==> src/rtl/io_periph_pkg.sv <==
// Shared address map and region decode for the IO peripheral bank.
package io_periph_pkg;

  localparam logic [15:0] LEDR_BASE = 16'h7000;
  localparam logic [15:0] LEDG_BASE = 16'h7010;
  localparam logic [15:0] HEX_BASE  = 16'h7020;
  localparam logic [15:0] LCD_BASE  = 16'h7030;
  localparam logic [15:0] SW_BASE   = 16'h7800;

  typedef enum logic [2:0] {
    RGN_NONE,
    RGN_LEDR,
    RGN_LEDG,
    RGN_HEX,
    RGN_LCD,
    RGN_SW
  } region_e;

  // Word address is addr[15:2]; the HEX block spans four words (16 digit bytes).
  function automatic region_e decode_region(input logic [13:0] word);
    region_e r;
    r = RGN_NONE;
    if (word == LEDR_BASE[15:2])             r = RGN_LEDR;
    else if (word == LEDG_BASE[15:2])        r = RGN_LEDG;
    else if (word[13:2] == HEX_BASE[15:4])   r = RGN_HEX;
    else if (word == LCD_BASE[15:2])         r = RGN_LCD;
    else if (word == SW_BASE[15:2])          r = RGN_SW;
    return r;
  endfunction

endpackage

==> src/rtl/io_periph_bank_sw_debounce.sv <==
// Single-bit switch filter: the output follows the synchronised input only
// after it has disagreed for CYC consecutive cycles.
module sw_debounce #(
  parameter int unsigned CYC = 16
) (
  input  logic clk_i,
  input  logic rst_i,
  input  logic sync_i,
  output logic filt_o
);

  logic        filt_q, filt_d;
  logic [15:0] cnt_q, cnt_d;

  // Count disagreeing cycles; any agreement restarts the count.
  always_comb begin
    filt_d = filt_q;
    cnt_d  = '0;
    if (sync_i != filt_q) begin
      if (cnt_q == 16'(CYC - 1)) filt_d = sync_i;
      else                       cnt_d  = cnt_q + 16'd1;
    end
  end

  // Filter state registers.
  always_ff @(posedge clk_i or posedge rst_i) begin
    if (rst_i) begin
      filt_q <= 1'b0;
      cnt_q  <= '0;
    end else begin
      filt_q <= filt_d;
      cnt_q  <= cnt_d;
    end
  end

  assign filt_o = filt_q;

endmodule

==> src/rtl/io_periph_bank.sv <==
// Memory-mapped LED / 7-segment / LCD outputs and switch input for the LSU.
// Optional switch debounce is enabled by defining IO_DEBOUNCE_EN.
module io_periph_bank
  import io_periph_pkg::*;
#(
  parameter int unsigned NUM_HEX      = 8,
  parameter int unsigned LEDR_W       = 17,
  parameter int unsigned LEDG_W       = 8,
  parameter int unsigned SW_W         = 17,
  parameter int unsigned DEBOUNCE_CYC = 16
) (
  input  logic                 clk_i,
  input  logic                 rst_i,
  input  logic [31:0]          addr_i,
  input  logic [31:0]          wdata_i,
  input  logic [3:0]           bmask_i,
  input  logic                 wren_i,
  input  logic                 rden_i,
  output logic [31:0]          rdata_o,
  output logic                 rvalid_o,
  input  logic [SW_W-1:0]      io_sw_i,
  output logic [LEDR_W-1:0]    io_ledr_o,
  output logic [LEDG_W-1:0]    io_ledg_o,
  output logic [31:0]          io_lcd_o,
  output logic [7*NUM_HEX-1:0] io_hex_o
);

  region_e                    rgn;
  logic [LEDR_W-1:0]          ledr_q, ledr_d;
  logic [LEDG_W-1:0]          ledg_q, ledg_d;
  logic [31:0]                lcd_q, lcd_d;
  logic [NUM_HEX-1:0][6:0]    hex_q, hex_d;
  logic [SW_W-1:0]            sw_sync1_q, sw_sync2_q, sw_filt;
  logic [31:0]                rdata_q, rdata_d;
  logic                       rvalid_q;
  logic                       unused_addr;

  assign rgn         = decode_region(addr_i[15:2]);
  assign unused_addr = ^{addr_i[31:16], addr_i[1:0]};

  // Store path: byte-enabled merge into whichever register the address hits.
  always_comb begin
    ledr_d = ledr_q;
    ledg_d = ledg_q;
    lcd_d  = lcd_q;
    hex_d  = hex_q;
    if (wren_i) begin
      case (rgn)
        RGN_LEDR: for (int k = 0; k < LEDR_W; k++) if (bmask_i[k/8]) ledr_d[k] = wdata_i[k];
        RGN_LEDG: for (int k = 0; k < LEDG_W; k++) if (bmask_i[k/8]) ledg_d[k] = wdata_i[k];
        RGN_LCD:  for (int k = 0; k < 32; k++)     if (bmask_i[k/8]) lcd_d[k]  = wdata_i[k];
        RGN_HEX:
          for (int i = 0; i < NUM_HEX; i++)
            if (addr_i[3:2] == 2'(i/4) && bmask_i[i%4]) hex_d[i] = wdata_i[8*(i%4) +: 7];
        default: ;
      endcase
    end
  end

  // Load path: reads the pre-edge register contents, so a same-cycle store is not visible.
  always_comb begin
    rdata_d = '0;
    case (rgn)
      RGN_LEDR: rdata_d = 32'(ledr_q);
      RGN_LEDG: rdata_d = 32'(ledg_q);
      RGN_LCD:  rdata_d = lcd_q;
      RGN_SW:   rdata_d = 32'(sw_filt);
      RGN_HEX:
        for (int i = 0; i < NUM_HEX; i++)
          if (addr_i[3:2] == 2'(i/4)) rdata_d[8*(i%4) +: 8] = {1'b0, hex_q[i]};
      default: ;
    endcase
  end

  // Output registers, switch synchroniser and registered load response.
  always_ff @(posedge clk_i or posedge rst_i) begin
    if (rst_i) begin
      ledr_q     <= '0;
      ledg_q     <= '0;
      lcd_q      <= '0;
      hex_q      <= '0;
      sw_sync1_q <= '0;
      sw_sync2_q <= '0;
      rdata_q    <= '0;
      rvalid_q   <= 1'b0;
    end else begin
      ledr_q     <= ledr_d;
      ledg_q     <= ledg_d;
      lcd_q      <= lcd_d;
      hex_q      <= hex_d;
      sw_sync1_q <= io_sw_i;
      sw_sync2_q <= sw_sync1_q;
      rdata_q    <= rden_i ? rdata_d : '0;
      rvalid_q   <= rden_i;
    end
  end

`ifdef IO_DEBOUNCE_EN
  for (genvar g = 0; g < SW_W; g++) begin : g_db
    sw_debounce #(.CYC(DEBOUNCE_CYC)) u_db (
      .clk_i  (clk_i),
      .rst_i  (rst_i),
      .sync_i (sw_sync2_q[g]),
      .filt_o (sw_filt[g])
    );
  end
`else
  assign sw_filt = sw_sync2_q;
`endif

  assign io_ledr_o = ledr_q;
  assign io_ledg_o = ledg_q;
  assign io_lcd_o  = lcd_q;
  assign io_hex_o  = hex_q;
  assign rdata_o   = rdata_q;
  assign rvalid_o  = rvalid_q;

endmodule

==> config.mk <==
export PLATFORM = sky130hd
export DESIGN_NAME = io_periph_bank
export DESIGN_NICKNAME = d
export VERILOG_FILES = /design/src/rtl/io_periph_pkg.sv /design/src/rtl/io_periph_bank_sw_debounce.sv /design/src/rtl/io_periph_bank.sv
export SDC_FILE = /design/constraint.sdc
export NUM_CORES = 1
export LEC_CHECK = 0
export CAP_MARGIN = 25
export CORE_MARGIN = 2
export CORE_UTILIZATION = 32
export DETAILED_ROUTE_END_ITERATION = 6
export PLACE_DENSITY = 0.69
export SLEW_MARGIN = 20
export SYNTH_ARGS = -nofsm -noshare
export SYNTH_HDL_FRONTEND = slang
export SYNTH_HIERARCHICAL = 1
export SYNTH_SLANG_ARGS = --single-unit
==> constraint.sdc <==
create_clock -name clk_i -period 13.3 [get_ports clk_i]
set_input_delay 1.995 -clock clk_i [delete_from_list [all_inputs] [get_ports clk_i]]
set_output_delay 1.995 -clock clk_i [all_outputs]
set_load 0.03 [all_outputs]
=== Yosys cells after proc, flatten, opt, wreduce, memory -nomap -nowiden ===
Index checks and enable logic that the tools add are counted.

* Latch bits: 0
* Memories: 0
* Output and inout port bits: 146
* Register bits after elaboration: 180
* ROM bits: 0
* Bits of input ports: 89
* Memory bits (writable): 0

* $lt $le $gt $ge: 0
* Muxes and demuxes: 15
* Multipliers: 0
* Add/sub/neg operators: 0
* Divide/modulo/power cells: 0
* Bitwise operators: 0
* Equality and inequality tests: 11
* Shift operators: 0
* Reduce and logical (&&, ||, !) cells: 25

{| class="wikitable"
|+ Operators with widths
! kind !! count
|-
| $pmux 32 s5 || 1
|-
| $eq 14x13->1 const B || 4
|-
| $reduce_and 3->1 || 16
|-
| $mux 32 || 1
|-
| $mux 8 || 4
|-
| $mux 7 || 4
|-
| $mux 3 || 5
|-
| $eq 12x11->1 const B || 1
|-
| $logic_and 1x1->1 || 8
|-
| $eq 3x2->1 const B || 2
|-
| $eq 3x3->1 const B || 2
|-
| $eq 3x1->1 const B || 1
|-
| $eq 2x1->1 const B || 1
|-
| $logic_not 2->1 || 1
|}

=== Logic depth before layout (Yosys ltp) ===
Gate-level depths: netlist (run 1).

* Depth after elaboration: 9
* Depth in mapped cells: 7

=== Worst setup path before layout (run 1) ===
OpenSTA, ideal clock, no wires.

* Kind: input-to-reg
* Start: input port addr_i[7]
* End: register lcd_q[10], in the netlist io_lcd_o[10]
* Stages on the path: 6
* Path slack: 9.410 ns
* Arrival time: 3.765 ns
* Data required time: 13.175 ns
* Buffers on the path: 2
* Cells stage by stage: or4_1 -> buf_2 -> nor4b_2 -> and3_1 -> buf_2 -> mux2_2

* Longest elaborated chain between the ends: 8

{| class="wikitable"
|+ RTL lines
! what !! line !! source
|-
| start: declaration || io_periph_bank.sv:14 || <nowiki>input logic [31:0] addr_i,</nowiki>
|-
| $eq 14x13->1 || io_periph_pkg.sv:27 || <nowiki>else if (word == SW_BASE[15:2]) r = RGN_SW;</nowiki>
|-
| $mux 3 || io_periph_pkg.sv:27 ||
|-
| $mux 3 || io_periph_pkg.sv:26 || <nowiki>else if (word == LCD_BASE[15:2]) r = RGN_LCD;</nowiki>
|-
| $mux 3 || io_periph_pkg.sv:25 || <nowiki>else if (word[13:2] == HEX_BASE[15:4]) r = RGN_HEX;</nowiki>
|-
| $mux 3 || io_periph_pkg.sv:24 || <nowiki>else if (word == LEDG_BASE[15:2]) r = RGN_LEDG;</nowiki>
|-
| $mux 3 * || io_periph_pkg.sv:23 || <nowiki>if (word == LEDR_BASE[15:2]) r = RGN_LEDR;</nowiki>
|-
| $eq 3x3->1 * || io_periph_bank.sv:48 || <nowiki>case (rgn)</nowiki>
|-
| $reduce_and 3->1 (no source line) * || -- ||
|-
| end signal: assignment || io_periph_bank.sv:89 || <nowiki>lcd_q <= lcd_d;</nowiki>
|-
| end: declaration || io_periph_bank.sv:31 || <nowiki>logic [31:0] lcd_q, lcd_d;</nowiki>
|}

Mark *: on every way between the ends. The rest lies on a longest branch, timed or not.
A chain may end at the register's enable or synchronous reset.

=== Final worst setup path (run 1) ===
* Start: input port addr_i[7]
* End: register ledr_q[14], in the netlist io_ledr_o[14]

* Longest elaborated chain between the ends: 8

{| class="wikitable"
|+ RTL lines
! what !! line !! source
|-
| $eq 14x13->1 || io_periph_pkg.sv:27 ||
|-
| $mux 3 || io_periph_pkg.sv:27 ||
|-
| $mux 3 || io_periph_pkg.sv:26 ||
|-
| $mux 3 || io_periph_pkg.sv:25 ||
|-
| $mux 3 || io_periph_pkg.sv:24 ||
|-
| $mux 3 * || io_periph_pkg.sv:23 ||
|-
| $eq 3x1->1 * || io_periph_bank.sv:48 ||
|-
| $reduce_and 3->1 (no source line) * || -- ||
|-
| end signal: assignment || io_periph_bank.sv:87 || <nowiki>ledr_q <= ledr_d;</nowiki>
|-
| end: declaration || io_periph_bank.sv:29 || <nowiki>logic [LEDR_W-1:0] ledr_q, ledr_d;</nowiki>
|}

Marks and branches as above.

==> out/summary.txt, run 1 <==
Setup CP Type: in -> reg
Num Clock Sinks: 180
Seq. cell area: 4500 um^2
CTS max path bufs: 2
slowest CP cell: or4_1
nets@finish: 792
core area: 22,400 um^2
row cnt: 55
Clk pin slew, worst setup/hold paths: 0.07 ns
ANT cells: 0
max_slew headroom: 0.370
CTS resizes: 0
synthesized net count: 579
leading area contributor after synthesis: dfrtp_1
CP endpoint kind: register
detailed-route DRC error count: 0
max frequency: 196 MHz
Setup Fix Bufs, Post-CTS: 0
DR iter-0 viols: 226
Final period util: 0.383
post-layout worst setup margin: 8.21 ns
Leak: 4.59 nW
clk_lat worst skew: 0.42 ns
largest net degree at the start of global routing: 114
crit path DAT: 5.39 ns
global route overflow: 0
Setup crit start kind: input port
setup violators final: 0
CP Max Fanout: 21
CP Cell Sequence: clkdlybuf4s50_1, or4_1, nor3_4, buf_4, nand4_1, mux2_2
Final Cell Area: 10,400 um^2
drt first pass iters: 5
Tmin final: 5.09 ns
syn avg cell area: 14.8 um^2
TritonCTS Buffers: 17
Placed Area: 9750 um^2
Die Width: 155 um
max_cap viols: 0
gate count of the mapped netlist: 490
sequential fraction of the synthesis area: 0.621
H-Tree Depth: 4
Hold Fails Final Rpt: 0
worst endpoint required time: 13.60 ns
Synth-to-Final Area Change: 42.8%
delay-heaviest family, CP: simple AND/OR/NAND/NOR gates
TritonCTS clock tree: yes
Die H: 155 um
wire per inst: 20.2 um
dominant synthesized flop cell: dfrtp_1
Min Hold Slack: 0.350 ns
Synth async-reset ratio: 1.00
cts hold-fix bufs: 0
die area: 23,900 um^2
number of flops mapped to enable cells by yosys: 0
worst ir drop on vdd: 0.0767 mV
number of global-route vias before repair: 5,237
drt via density: 4.92
initial antenna violation count: 0
Yosys reg bits: 180
routed vias: 4,925
area share of the largest cell type after synthesis: 0.621
CP Buf/Inv Count: 2
max-slew violations: 0
Root Buffer: clkbuf_16
number of distinct library cells after synthesis: 40
routability-driven placement congestion ratio: 0.727
post-route setup TNS: 0 ns
first-pass GRT wire length: 31.4 mm
Slew @ Worst Pin: 0.937 ns
Synth area leaders: dfrtp_1 (62%), mux2_2 (19%), a22oi_1 (2.5%), mux2i_1 (2.2%), o2bb2ai_1 (1.7%)
Routed WL: 20.3 mm
All-Layer GR Usage: 0.174
Worst Hold Class: reg -> reg
clock skew: 0.00730 ns
DP Wirelength: 13.4 mm
I/O pin count: 235
area of the multi-input gates: 2640 um^2
Initial Utilization: 0.323
Synthesis Warnings: 6
filler instances: 2,037
pwr/cell area: 107 nW/um^2
status: complete, no violations
CP peak stage delay: 0.82 ns
antenna viol nets, final: 0
fraction of layout cells with a size suffix above 1: 0.256
Mapped Area: 7250 um^2
# port buffers: 216
RSZ-0062 raised after global routing: no
pre-CTS setup slack: 7.70 ns
==> through the flow <==
step	cells	util	total power, mW
after floorplan	490	-	0.585
after global placement	968	0.435	0.619
after detailed placement	968	0.435	0.620
after CTS	1000	0.460	1.12
after global routing	1001	0.462	1.15
final	1001	0.462	1.11
==> kinds of logic after synthesis <==
group	Yosys count	synth area share
multiplexers	146	0.228
AND/OR/NAND/NOR	68	0.0602
buffers and inverters	35	0.0214
AO/OA/AOI/OAI	61	0.0690
flip-flops	180	0.621
==> worst reg2reg max path: stages (launching register included) <==
cell	delay, ns
dfrtp_1	0.40
mux2i_1	0.17
o2bb2ai_1	0.08
a222oi_1	0.31
nor2_1	0.08
==> cell usage in the layout (no fill, tap or decap), types with 4 or more instances in the layout <==
master / synthesis / final
clkdlybuf4s50_1: 0 / 216
dfrtp_1: 180 / 180
mux2_2: 120 / 120
nor2_1: 29 / 29
a22oi_1: 24 / 24
clkbuf_16: 0 / 17
mux2i_1: 16 / 16
o2bb2ai_1: 14 / 14
a22o_1: 13 / 13
buf_4: 1 / 10
and3_1: 8 / 8
mux2_4: 8 / 8
a222oi_1: 6 / 6
inv_8: 0 / 6
and4_1: 4 / 4
nand2_1: 4 / 4
clkinvlp_4: 0 / 4
==> area by class of cell <==
class	instances	share of cell area
sequential	180	0.435
multi-input combinational	275	0.255
timing repair buffer	227	0.219
clock buffer	18	0.0414
tap	285	0.0344
clock inverter	14	0.0143
inverter	2	0.00145
==> synth_stat cells (2+ instances only) <==
| cell | instances |
|---|---|
| nor4b_2 | 2 |
| mux2_1 | 2 |
| o2bb2ai_1 | 14 |
| mux2_2 | 120 |
| buf_2 | 16 |
| inv_1 | 2 |
| nand2_1 | 4 |
| a22oi_1 | 24 |
| nor4_1 | 2 |
| dfrtp_1 | 180 |
| mux2_4 | 8 |
| clkbuf_1 | 14 |
| mux2i_1 | 16 |
| a222oi_1 | 6 |
| nor4_4 | 2 |
| buf_1 | 2 |
| nor2_1 | 29 |
| and4_1 | 4 |
| nand4_1 | 2 |
| a22o_1 | 13 |
| or3b_2 | 2 |
| and3_1 | 8 |
==> where the power goes <==
group | switching (mW) | internal (mW) | total (mW)
Sequential | 0.00139 | 0.553 | 0.554
Clock | 0.234 | 0.265 | 0.500
Combinational | 0.0288 | 0.0255 | 0.0543
==> worst paths after layout <==
kind / from / end / slack, ns / cells after the start
setup reg to reg: io_hex_o[34] / rdata_o[6] / 12.13 / 4
hold reg to reg: sw_sync1_q[0] / sw_filt[0] / 0.35 / 0
hold / removal: sw_sync1_q[0] / sw_filt[0] / 0.35 / 0
max in group asynchronous: rst_i / io_hex_o[15] / 9.77 / 3
min in group asynchronous: rst_i / io_hex_o[21] / 2.12 / 2
setup / recovery: addr_i[7] / io_ledr_o[14] / 8.21 / 6
==> routing by layer <==
metal,GRT usage,vias up,part of all wire
li1,-,2237,-
met1,0.230,2493,0.44
met2,0.287,176,0.49
met3,0.0395,19,0.062
met4,0.0485,0,0.012
met5,0,-,0
==> sequential cells by signal (all words and copies together), names as in the netlist <==
signal and cells:
sw_sync1_q 17, rvalid_o 1, io_hex_o 56, rdata_o 32, sw_filt 17, io_ledr_o 17, io_ledg_o 8, io_lcd_o 32
No activity file was read; power rests on OpenSTA's default activity.
==> run 2: changes to the inputs <==
==> constraint.sdc (replaced) <==
create_clock -name clk_i -period 5 [get_ports clk_i]
set_input_delay 0.75 -clock clk_i [delete_from_list [all_inputs] [get_ports clk_i]]
set_output_delay 0.75 -clock clk_i [all_outputs]
set_load 0.03 [all_outputs]
==> out/summary.txt, run 2 (same netlist as run 1, synthesis figures left out) <==
RSZ-0062 raised after global routing: no
Setup Fix Bufs, Post-CTS: 0
Leak: 4.61 nW
Hold Fails Final Rpt: 0
internal reg-to-reg setup slack: 3.78 ns
TritonCTS Buffers: 17
# port buffers: 216
crit path DAT: 3.70 ns
worst endpoint required time: 5.30 ns
clock skew: 0.00578 ns
detailed-route DRC error count: 0
cts hold-fix bufs: 0
post-route setup TNS: 0 ns
core area: 22,400 um^2
setup violators final: 0
Hold Path End: sw_filt[7]
max reg flops: 56
initial antenna violation count: 0
global route overflow: 0
Setup crit start kind: input port
row cnt: 55
Slew @ Worst Pin: 1.16 ns
Final Cell Area: 10,400 um^2
Worst Hold Class: reg -> reg
Synth-to-Final Area Change: 43.4%
number of global-route vias before repair: 5,210
I/O pin count: 235
r2r worst-path depth: 3
H-Tree Depth: 4
TritonCTS clock tree: yes
status: complete, no violations
CTS resizes: 0
worst ir drop on vdd: 0.185 mV
filler instances: 2,029
Die H: 155 um
Min-Delay Path Depth: 0
CP Max Fanout: 13
DR iter-0 viols: 192
routability-driven placement congestion ratio: 0.749
Final period util: 0.680
CP Cell Sequence: clkdlybuf4s50_1, or4_1, nor3_4, buf_4, and4_1, mux2_2
delay-heaviest family, CP: simple AND/OR/NAND/NOR gates
largest net degree at the start of global routing: 181
Clk pin slew, worst setup/hold paths: 0.07 ns
clk_lat worst skew: 0.42 ns
wire per inst: 20.1 um
fraction of layout cells with a size suffix above 1: 0.256
Initial Utilization: 0.323
Root Buffer: clkbuf_16
CP peak stage delay: 0.77 ns
routed vias: 5,054
Setup CP Type: in -> reg
max_slew headroom: 0.223
DP Wirelength: 13.8 mm
antenna viol nets, final: 0
drt via density: 5.04
slowest CP cell: or4_1
Hold Path Origin: sw_sync1_q[7]
All-Layer GR Usage: 0.171
Critical Path Source: addr_i[6]
first-pass GRT wire length: 30.8 mm
Die Width: 155 um
max_cap viols: 0
Placed Area: 9800 um^2
pwr/cell area: 287 nW/um^2
max-slew violations: 0
Routed WL: 20.2 mm
most frequent cells in the layout: clkdlybuf4s50_1 (216), dfrtp_1 (180), mux2_2 (120)
area of the multi-input gates: 2640 um^2
ANT cells: 0
die area: 23,900 um^2
Tmin final: 3.40 ns
R2R Path End: rdata_o[7]
CP Buf/Inv Count: 2
max frequency: 294 MHz
commonest non-fill, non-tap cell in the layout: clkdlybuf4s50_1
Num Clock Sinks: 180
FF-to-FF Start: io_ledr_o[7]
drt first pass iters: 5
Seq. cell area: 4500 um^2
CP endpoint kind: register
CTS max path bufs: 2
nets@finish: 794
-- run 2: stage by stage --
stage,instances,utilization,hold slack [ns],setup slack [ns],total power [mW]
global route,1003,0.464,0.355,1.45,3.09
global placement,970,0.436,0.331,1.11,1.65
detailed placement,971,0.437,0.335,1.06,1.65
finish,1003,0.464,0.349,1.60,2.98
floorplan,490,-,0.331,1.94,1.56
CTS,1003,0.464,0.349,1.51,3.02
-- run 2: area by class of cell --
cell class / instances / area share
timing repair buffer: 229 / 0.220
inverter: 2 / 0.00108
tap: 285 / 0.0343
sequential: 180 / 0.433
clock buffer: 19 / 0.0416
clock inverter: 13 / 0.0158
multi-input combinational: 275 / 0.254
-- run 2: routing by layer --
layer	up-vias	wire length, um	track usage
met2	184	9720	0.281
met1	2610	8930	0.221
li1	2244	-	-
met5	-	0	0
met3	16	1260	0.0471
met4	0	271	0.0494
-- run 2: power by group --
part	internal (mW)	switching, mW
sequential	1.47	0.00366
combinational	0.0687	0.0754
clock	0.759	0.606
total	2.30	0.685
-- run 2: how the worst max path moves through the flow --
stage	depth (start not counted)	slack (ns)	endpoint
global route	5	1.45	io_ledr_o[9]
CTS	5	1.51	io_ledr_o[13]
detailed placement	5	1.06	io_ledr_o[9]
global placement	5	1.11	io_ledr_o[11]
finish	6	1.60	io_hex_o[21]
floorplan	1	1.94	io_hex_o[0]
==> run 3: changes to the inputs <==
==> constraint.sdc (replaced) <==
create_clock -name clk_i -period 3.54 [get_ports clk_i]
set_input_delay 0.531 -clock clk_i [delete_from_list [all_inputs] [get_ports clk_i]]
set_output_delay 0.531 -clock clk_i [all_outputs]
set_load 0.03 [all_outputs]
==> out/summary.txt, run 3 (same netlist as run 1, synthesis figures left out) <==
delay-heaviest family, CP: simple AND/OR/NAND/NOR gates
Setup CP Type: in -> reg
# port buffers: 216
Num Clock Sinks: 180
DR iter-0 viols: 250
Tmin final: 2.91 ns
number of global-route vias before repair: 5,443
Root Buffer: clkbuf_16
Die Width: 155 um
drt via density: 5.03
Final period util: 0.821
setup violators final: 0
fraction of layout cells with a size suffix above 1: 0.272
All-Layer GR Usage: 0.178
cts hold-fix bufs: 0
I/O pin count: 235
first-pass GRT wire length: 32.3 mm
max_cap viols: 0
CTS resizes: 0
Setup crit start kind: input port
CP endpoint kind: register
clk_lat worst skew: 0.43 ns
Leak: 4.68 nW
Min Hold Slack: 0.338 ns
Clk pin slew, worst setup/hold paths: 0.08 ns
Slew @ Worst Pin: 0.603 ns
initial antenna violation count: 0
max-slew violations: 0
Clock power frac: 0.453
CP Buf/Inv Count: 2
CP Cell Sequence: clkdlybuf4s50_1, or4_1, nor4_4, buf_4, and3_1, mux2_2
Pwr Total: 4.20 mW
filler instances: 2,050
core area: 22,400 um^2
Worst Hold Class: reg -> reg
CTS max path bufs: 2
most frequent cells in the layout: clkdlybuf4s50_1 (216), dfrtp_1 (180), mux2_2 (120)
Psw: 1.01 mW
TritonCTS clock tree: yes
DP Wirelength: 14.3 mm
commonest non-fill, non-tap cell in the layout: clkdlybuf4s50_1
status: complete, no violations
routed vias: 5,116
die area: 23,900 um^2
Routed WL: 20.6 mm
Net Sw Frac: 0.241
Hold Fails Final Rpt: 0
global route overflow: 0
row cnt: 55
register share of total power: 0.495
crit path DAT: 3.21 ns
TritonCTS Buffers: 17
clock skew: 0.0101 ns
Initial Utilization: 0.323
post-route setup TNS: 0 ns
Internal: 3.19 mW
RSZ-0062 raised after global routing: no
Synth-to-Final Area Change: 45.3%
max_slew headroom: 0.596
CP Max Fanout: 17
final std cells w/o fill: 1,017
slowest CP cell: or4_1
worst endpoint required time: 3.85 ns
routability-driven placement congestion ratio: 0.753
Setup Fix Bufs, Post-CTS: 0
largest net degree at the start of global routing: 47
Logic pwr share: 0.052
worst ir drop on vdd: 0.270 mV
Die H: 155 um
ANT cells: 0
H-Tree Depth: 4
CP peak stage delay: 0.80 ns
max reg flops: 56
nets@finish: 808
# placed instances: 983
pwr/cell area: 399 nW/um^2
antenna viol nets, final: 0
fin util: 0.470
wire per inst: 20.3 um
max frequency: 344 MHz
drt first pass iters: 4
detailed-route DRC error count: 0
==> run 3: metal layers <==
metal  wire, um  up-vias  GRT usage
met5          0        -          0
met4        293        0     0.0494
met3       1290       19     0.0504
met2      10100      176      0.296
met1       8900     2650      0.228
li1           -     2271          -
==> run 3: cell type report <==
| class | instances | area [um^2] | area share |
|---|---|---|---|
| repair buffers | 243 | 2430 | 0.231 |
| clock inverters | 14 | 163 | 0.0154 |
| inverters | 2 | 11.3 | 0.00107 |
| well taps | 285 | 357 | 0.0338 |
| flip-flops and latches | 180 | 4500 | 0.427 |
| multi-input cells | 275 | 2640 | 0.250 |
| clock buffers | 18 | 429 | 0.0407 |
==> run 3: path summary, 6_finish.rpt <==
check                                     from      endpoint  slack (ns)  depth (start not counted)
min in group asynchronous                rst_i   rdata_o[24]        0.44                          2
worst max-delay path                 addr_i[7]  io_hex_o[36]        0.63                          6
worst max register to register    io_ledr_o[7]    rdata_o[7]        2.36                          3
max in group asynchronous                rst_i  io_lcd_o[18]        2.32                          4
worst min-delay path            sw_sync1_q[16]   sw_filt[16]        0.34                          0
worst min register to register  sw_sync1_q[16]   sw_filt[16]        0.34                          0
==> run 3: through the flow <==
step / setup WS, ns / instance area, um^2
2_1_floorplan: 0.700 / 7250
3_3_place_gp: 0.194 / 9900
3_5_place_dp: 0.187 / 9900
4_1_cts: 0.642 / 10500
5_1_grt: 0.550 / 10500
6_report: 0.634 / 10500
==> run 3: power groups by stage <==
stage	clock network (mW)	registers (mW)	logic, mW
after floorplan	0	2.12	0.0732
after global placement	0	2.12	0.217
after detailed placement	0	2.12	0.218
after CTS	1.95	2.08	0.220
after global routing	2.04	2.08	0.239
final	1.90	2.08	0.217
